==> config.mk <==
export PLATFORM = sky130hd
export DESIGN_NAME = fns_dec_seq
export DESIGN_NICKNAME = d
export VERILOG_FILES = /design/src/rtl/fns_dec_seq.sv
export SDC_FILE = /design/constraint.sdc
export NUM_CORES = 1
export LEC_CHECK = 0
export CORE_ASPECT_RATIO = 1.4
export CORE_MARGIN = 2
export CORE_UTILIZATION = 56
export CTS_CLUSTER_SIZE = 10
export DETAILED_ROUTE_END_ITERATION = 8
export PLACE_DENSITY = 0.77
export SKIP_CTS_REPAIR_TIMING = 1
export SYNTH_ARGS = -nofsm -noshare
export SYNTH_HDL_FRONTEND = slang
export SYNTH_SLANG_ARGS = --single-unit
==> constraint.sdc <==
create_clock -name clk -period 6.1 [get_ports clk]
set_clock_uncertainty 0.2 [all_clocks]
set_input_delay 1.22 -clock clk [delete_from_list [all_inputs] [get_ports clk]]
set_output_delay 1.22 -clock clk [all_outputs]
set_load 0.05 [all_outputs]
==> src/rtl/fns_dec_seq.sv <==
// fns_dec_seq: multi-cycle Fibonacci-numeral-system decoder, BPC bits/cycle.
// Optional FNS_CHECK_EN adds err output flagging adjacent 1 bits.
module fns_dec_seq #(
  parameter int CODE_W = 16,
  parameter int BPC    = 4,
  parameter int DATA_W = 12
) (
  input  logic              clk,
  input  logic              rst,
  input  logic              in_valid,
  output logic              in_ready,
  input  logic [CODE_W-1:0] codein,
  output logic              out_valid,
  input  logic              out_ready,
  output logic [DATA_W-1:0] dataout,
  output logic              busy
`ifdef FNS_CHECK_EN
  ,
  output logic              err
`endif
);

  localparam int NG = CODE_W / BPC;
  localparam int CW = (NG > 1) ? $clog2(NG) : 1;

  typedef enum logic [1:0] {
    IDLE,
    RUN,
    DONE
  } state_t;

  state_t state, nxt;

  logic [CODE_W-1:0] sr;
  logic [DATA_W-1:0] acc, wa, wb;
  logic [DATA_W-1:0] sum, na, nb;
  logic [DATA_W-1:0] ga, gb, gt;
  logic [CW-1:0]     cnt;
  logic              last;

  assign last = (cnt == CW'(NG - 1));

  // State register
  always_ff @(posedge clk) begin
    if (rst) state <= IDLE;
    else     state <= nxt;
  end

  // Next-state and handshake outputs
  always_comb begin
    nxt       = state;
    in_ready  = 1'b0;
    out_valid = 1'b0;
    busy      = 1'b0;
    unique case (state)
      IDLE: begin
        in_ready = 1'b1;
        if (in_valid) nxt = RUN;
      end
      RUN: begin
        busy = 1'b1;
        if (last) nxt = DONE;
      end
      DONE: begin
        out_valid = 1'b1;
        if (out_ready) nxt = IDLE;
      end
      default: nxt = IDLE;
    endcase
  end

  // Weighted sum of one BPC group; weights roll forward as a Fibonacci pair
  always_comb begin
    ga  = wa;
    gb  = wb;
    gt  = '0;
    sum = acc;
    for (int j = 0; j < BPC; j++) begin
      if (sr[j]) sum = sum + ga;
      gt = ga + gb;
      ga = gb;
      gb = gt;
    end
    na = ga;
    nb = gb;
  end

`ifdef FNS_CHECK_EN
  logic errp;
`endif

  // Datapath: capture, per-group accumulate, result load
  always_ff @(posedge clk) begin
    if (rst) begin
      sr      <= '0;
      acc     <= '0;
      wa      <= '0;
      wb      <= '0;
      cnt     <= '0;
      dataout <= '0;
`ifdef FNS_CHECK_EN
      errp    <= 1'b0;
      err     <= 1'b0;
`endif
    end else begin
      unique case (state)
        IDLE: begin
          if (in_valid) begin
            sr  <= codein;
            acc <= '0;
            wa  <= DATA_W'(1);
            wb  <= DATA_W'(1);
            cnt <= '0;
`ifdef FNS_CHECK_EN
            errp <= |(codein[CODE_W-1:1] & codein[CODE_W-2:0]);
`endif
          end
        end
        RUN: begin
          acc <= sum;
          wa  <= na;
          wb  <= nb;
          sr  <= sr >> BPC;
          cnt <= cnt + 1'b1;
          if (last) begin
            dataout <= sum;
`ifdef FNS_CHECK_EN
            err     <= errp;
`endif
          end
        end
        default: ;
      endcase
    end
  end

endmodule

==> results of run 1 <==
## final cells by class
class,instances,area share [%]
well taps,147,2.35
multi-input cells,686,65.5
clock buffers,9,2.88
clock inverters,7,1.27
repair buffers,77,8.42
flip-flops and latches,68,17.4
inverters,44,2.11
## cell families after synthesis
kind of cell / share of synthesized area, %
AOI/OAI and AO/OA: 25.9
and+or+nand+nor: 16.3
adders and majority gates: 19.4
buffers and inverters: 4.25
xor gates and xnor gates: 10.2
DFF: 20.5
muxes: 3.36
## metrics by stage
| stage | setup slack (ns) | power [W] | std cells |
|---|---|---|---|
| finish | 0.204 | 0.00438 | 1038 |
| global route | -0.106 | 0.00477 | 1038 |
| CTS | -0.291 | 0.00429 | 1035 |
| detailed placement | -0.209 | 0.00368 | 1019 |
| global placement | -0.0397 | 0.00351 | 1019 |
| floorplan | 0.101 | 0.00292 | 829 |
## critical path: cells and delay by family (launching register included)
family | cells | cell delay [ns]
AOI/OAI and AO/OA | 9 | 1.97
xor gates and xnor gates | 4 | 0.83
adders and majority gates | 5 | 1.46
buffers and inverters | 2 | 0.14
DFF | 1 | 0.33
muxes | 2 | 0.61
and+or+nand+nor | 3 | 0.24
## flip-flops by register name, indices dropped and copies added, names as in the netlist
name / flops
acc: 12
cnt: 2
dataout: 12
sr: 16
state: 2
wa: 12
wb: 12
## layout by cell type, fill, tap and decap left out, drive strengths merged, types with 3 or more instances in the layout
| cell | count |
|---|---|
| nor2 | 110 |
| a311oi | 3 |
| ha | 90 |
| clkdlybuf4s50 | 33 |
| nand2 | 43 |
| clkinv | 3 |
| o2111ai | 4 |
| nor2b | 21 |
| nor3 | 22 |
| o31a | 3 |
| o21a | 7 |
| o211ai | 8 |
| a21o | 28 |
| a21boi | 5 |
| and2 | 3 |
| o21ai | 49 |
| nor3b | 3 |
| xnor2 | 52 |
| nand3 | 6 |
| o21bai | 12 |
| or3 | 6 |
| a211oi | 21 |
| buf | 44 |
| a31oi | 3 |
| xor2 | 19 |
| o41ai | 3 |
| clkbuf | 9 |
| nand2b | 15 |
| inv | 45 |
| a22oi | 24 |
| fa | 8 |
| a21oi | 68 |
| dfxtp | 68 |
| mux2 | 18 |
## where the power goes
group	switching (W)	internal, W	total (W)	leakage, nW
Sequential	0.0000875	0.000513	0.000600	0.556
Combinational	0.00174	0.00146	0.00320	2.86
Clock	0.000221	0.000360	0.000581	0.156
## synth_stat cells, drive strengths merged, types with 3 or more instances
| master | count | share of area, % |
|---|---|---|
| ha | 90 | 17 |
| dfxtp | 68 | 21 |
| a21oi | 68 | 5.1 |
| nor2b | 21 | 2.0 |
| a22oi | 24 | 2.7 |
| or3 | 6 | 0.57 |
| nand3 | 6 | 0.45 |
| o2111ai | 4 | 0.53 |
| a31oi | 3 | 0.28 |
| mux2 | 18 | 3.1 |
| o21ai | 49 | 3.9 |
| o21a | 7 | 0.79 |
| a311oi | 3 | 0.40 |
| o31a | 3 | 0.40 |
| nor3b | 3 | 0.34 |
| o211ai | 8 | 0.98 |
| nor2 | 110 | 6.2 |
| nand2 | 43 | 2.4 |
| a21boi | 5 | 0.57 |
| xor2 | 19 | 2.5 |
| nand2b | 15 | 1.4 |
| and2 | 3 | 0.28 |
| o41ai | 3 | 0.40 |
| buf | 6 | 0.34 |
| nor3 | 22 | 1.7 |
| inv | 44 | 2.5 |
| o21bai | 12 | 1.4 |
| clkbuf | 25 | 1.4 |
| a21o | 28 | 3.2 |
| xnor2 | 52 | 7.0 |
| a211oi | 21 | 2.5 |
| fa | 8 | 2.4 |
## worst min-delay path by stage
stage,start,to,depth (start not counted)
floorplan,cnt[0],cnt[0],1
global placement,cnt[0],cnt[0],1
global route,dataout[1],dataout[1],2
detailed placement,dataout[2],dataout[2],2
finish,dataout[1],dataout[1],2
CTS,dataout[11],dataout[11],2
## metal layers
layer  up-vias  part of all wire, %  wire length [µm]
li1       3095                    -                 -
met1      2869                   38              6930
met2       136                   52              9350
met3        65                  2.7               492
met4         0                  7.1              1290
met5         -                    0                 0
==> flow_metrics.tcl, run 1 <==
set metrics [dict create \
    use_met1_pct 31.1 \
    min_period_ns 5.90 \
    drt_iter0_drc 260 \
    r2r_cells 25 \
    seqCellArea_um2 1360 \
    avgSynthCellArea_um2 7.99 \
    power_leakage_nw 3.57 \
    critical_path.max_fanout 4 \
    final_nets 1004 \
    slew_viol_final 0 \
    ys_warn_count 0 \
    critPathMostFrequentCell "ha_1" \
    globalplace.congestion 0.896 \
    top_usage_layer "met2" \
    status "completed" \
    slew_headroom_pct 38.5 \
    final_cell_area_um2 7810 \
    cts_buffer_depth 2 \
    vdd_drop_max_mv 0.455 \
    pwr_density_cell_nw_per_um2 561 \
    portBuffers 34 \
    syn_to_final_growth_pct 17.9 \
    die_h_um 133 \
    grt_pass1_vias 6241 \
    syn-instance-count 829 \
    ys_ff_latch 68 \
    worst_pin_slew_ns 0.920 \
    timing.setup.tns_ns 0 \
    wl_um 18100 \
    maxClockFrequency_mhz 170 \
    grt_max_degree 64 \
    critPathMaxStageDelay_ns 0.43 \
    finalSetupViolCount 0 \
    dr.pass1.iters 5 \
    required_ns 6.13 \
    cts_buffers 9 \
    end_kind "flop" \
    timing.final.crit_share_pct 96.7 \
    slowest_stage "fa_2" \
    grt_pass1_wl_um 29200 \
    fin_util_pct 66.8 \
    die-area_um2 12700 \
    dpl.hpwl_um 13800 \
    synth_nets 947 \
    synth_edf_count 0 \
    r2r-start "acc[0]" \
    path_class "reg -> reg" \
    async_reset_ff_share_pct 0 \
    track_usage_pct 29.3 \
    grt_antenna_before_repair 0 \
    path_clk_slew_ns 0.06 \
    cts_tree "yes" \
    ant_nets 0 \
    critPathLaunchType "flop" \
    antenna_cells 0 \
    viasPerCell 5.94 \
    insertion_delay_ns 0.34 \
    synth_cell_types 59 \
    rows 47 \
    crit_end "acc[11]" \
    floorplan.initialDensity_pct 56.6 \
    cts_sinks 68 \
    n_fill_cell 998 \
    syn-cell-area_um2 6630 \
    met2_usage_pct 51.8 \
    rsz0062_at_grt "yes" \
    drc_errors 0 \
    whs_ns 0.276 \
    r2r_setup_slack_ns 0.20 \
    min_path_type "reg -> reg" \
    r2r-end "acc[11]" \
    multi_input_area_um2 5120 \
    coreArea_um2 11700 \
    cts-root-buf "clkbuf_16" \
    die_w_um 95.9 \
    grt_overflow 0 \
    hold_violations 0 \
    crit_arrival_ns 5.93 \
    grtUsageMet3_pct 3.59 \
    cap_violations 0 \
    placed_area_um2 7330 \
    wl_per_cell_um 17.4 \
    cts-htree-levels 3 \
    via_count 6165 \
    synth-main-ff-cell "dfxtp_1" \
    drive_gt1_share_pct 12.6 \
    yosysSeqAreaShare_pct 20.5 \
    ios 35 \
    critPathLaunch "acc[0]" \
]
Power figures use the tool's default switching activity.
==> run 2, diff against run 1 <==
Settings changed: CORE_UTILIZATION 56 to 30, PLACE_DENSITY 0.77 to 0.46, SKIP_CTS_REPAIR_TIMING 1 to default.
==> run 2 against run 1 <==
  * Sequential cell count is the same
  * Largest cell class unchanged
  * Global-route usage shrank 12 points
  * Non-clock buffer count grew 20
==> flow_metrics.tcl, run 2 (synthesis results as in run 1) <==
set metrics [dict create \
    required_ns 6.15 \
    die_w_um 130 \
    stdcell_count 1207 \
    critical_path.max_fanout 4 \
    regMostFlops "sr" \
    timing.final.crit_share_pct 95.1 \
    floorplan.initialDensity_pct 30.4 \
    crit_arrival_ns 5.85 \
    ant_nets 0 \
    layout_commonest_cell "nor2_1" \
    grt_overflow 0 \
    drc_errors 0 \
    hold_violations 0 \
    n_fill_cell 2331 \
    die-area_um2 23300 \
    pwr_density_cell_nw_per_um2 547 \
    cts_buffer_depth 2 \
    cts_sinks 68 \
    place_inst 1186 \
    critPathLaunchType "flop" \
    cts-root-buf "clkbuf_16" \
    coreArea_um2 21800 \
    dpl.hpwl_um 15200 \
    path_class "reg -> reg" \
    drive_gt1_share_pct 14.7 \
    slew_viol_final 0 \
    path_clk_slew_ns 0.06 \
    insertion_delay_ns 0.36 \
    r2r-end "acc[11]" \
    end_kind "flop" \
    slew_headroom_pct 32.0 \
    grt_pass1_wl_um 31200 \
    r2r-start "acc[0]" \
    total_power_w 0.00449 \
    viasPerCell 4.94 \
    globalplace.congestion 0.821 \
    largest_reg_flops 16 \
    vdd_drop_max_mv 0.230 \
    crit_end "acc[11]" \
    ios 35 \
    critPathLaunch "acc[0]" \
    worst_pin_slew_ns 1.02 \
    grt_antenna_before_repair 0 \
    track_usage_pct 17.3 \
    final_nets 1024 \
    finalSetupViolCount 0 \
    cts-htree-levels 3 \
    drt_iter0_drc 267 \
    cts_tree "yes" \
    final_cell_mix "108 x nor2_1, 85 x ha_1, 68 x dfxtp_1, 65 x a21oi_1, 63 x buf_4" \
    wl_um 19400 \
    portBuffers 34 \
    dr.pass1.iters 4 \
    final_cell_area_um2 8210 \
    syn_to_final_growth_pct 23.8 \
    min_period_ns 5.80 \
    placed_area_um2 7650 \
    holdBufCountCts 0 \
    min_path_type "reg -> reg" \
    die_h_um 180 \
    r2r_setup_slack_ns 0.30 \
    via_count 5957 \
    grt_pass1_vias 5927 \
    r2r_cells 27 \
    wl_per_cell_um 16.0 \
    cap_violations 0 \
    power_leakage_nw 3.70 \
    rows 64 \
    grt_max_degree 42 \
    status "completed" \
    antenna_cells 0 \
    maxClockFrequency_mhz 172 \
    timing.setup.tns_ns 0 \
    cts_buffers 9 \
]
## run 2: cell count changes in the layout (fill, tap and decap cells not counted), moves of 2 or more
| cell | delta |
|---|---|
| clkinv_4 | -2 |
| buf_4 | +20 |
| o21ai_1 | +2 |
| bufinv_16 | +2 |
| o21ai_0 | -2 |
## run 2: area by class of cell
type / count / area (µm²) / share of cell area [%]
clock inverter: 6 / 136 / 1.66
inverter: 44 / 165 / 2.01
clock buffer: 9 / 225 / 2.74
tap: 297 / 372 / 4.53
multi-input combinational: 686 / 5140 / 62.6
timing repair buffer: 97 / 808 / 9.85
sequential: 68 / 1360 / 16.6
## run 2: repair_timing
action,in CTS,in global routing
endpoints found under the hold margin,0,0
pin swaps,2,11
resized for setup,4,27
endpoints found under the setup margin,2,5
buffers inserted,0,6
## run 2: worst min-delay path by stage
stage	from	end	slack, ns	cells after the start
final	dataout[1]	dataout[1]	0.25	2
after CTS	dataout[1]	dataout[1]	0.26	2
after global routing	dataout[1]	dataout[1]	0.29	2
after global placement	dataout[1]	dataout[1]	0.25	2
after detailed placement	dataout[1]	dataout[1]	0.25	2
after floorplan	cnt[0]	cnt[0]	0.24	1
## run 2: metal layers
metal / routed length [µm] / part of all wire, % / track usage (%)
met3: 300 / 1.5 / 2.14
met4: 468 / 2.4 / 6.28
met1: 7810 / 40 / 19.1
met5: 0 / 0 / 0
met2: 10800 / 56 / 33.0
## run 2: power breakdown
part / leakage [nW] / total (W) / internal, W / switching [W]
sequential: 0.555 / 0.000593 / 0.000513 / 0.0000802
clock: 0.172 / 0.000669 / 0.000440 / 0.000229
combinational: 2.97 / 0.00323 / 0.00153 / 0.00170
## run 2: through the flow
step                      hold WS (ns)  util, %  setup WS [ns]
after global placement           0.248     35.1         -0.133
after floorplan                  0.244        -          0.101
after detailed placement         0.253     35.1         -0.123
after CTS                        0.261     36.8        0.00502
final                            0.255     37.7          0.301
after global routing             0.291     37.7        -0.0330
## run 2: critical path, cell delays in order (launching register included)
cell       delay [ns]
dfxtp_1          0.32
ha_1             0.23
fa_2             0.35
a21o_1           0.20
a21oi_2          0.16
xnor2_1          0.08
mux2_2           0.27
ha_1             0.29
buf_4            0.15
a2111oi_2        0.40
nor2_1           0.09
xnor2_1          0.13
mux2_2           0.30
ha_4             0.24
a21o_1           0.16
o21bai_2         0.21
xnor2_1          0.16
nand2_1          0.08
o21ai_2          0.10
inv_1            0.06
ha_1             0.31
inv_1            0.08
o22ai_1          0.13
o41ai_2          0.23
xnor3_1          0.25
nand2_1          0.08
xnor3_1          0.24
a22o_1           0.20
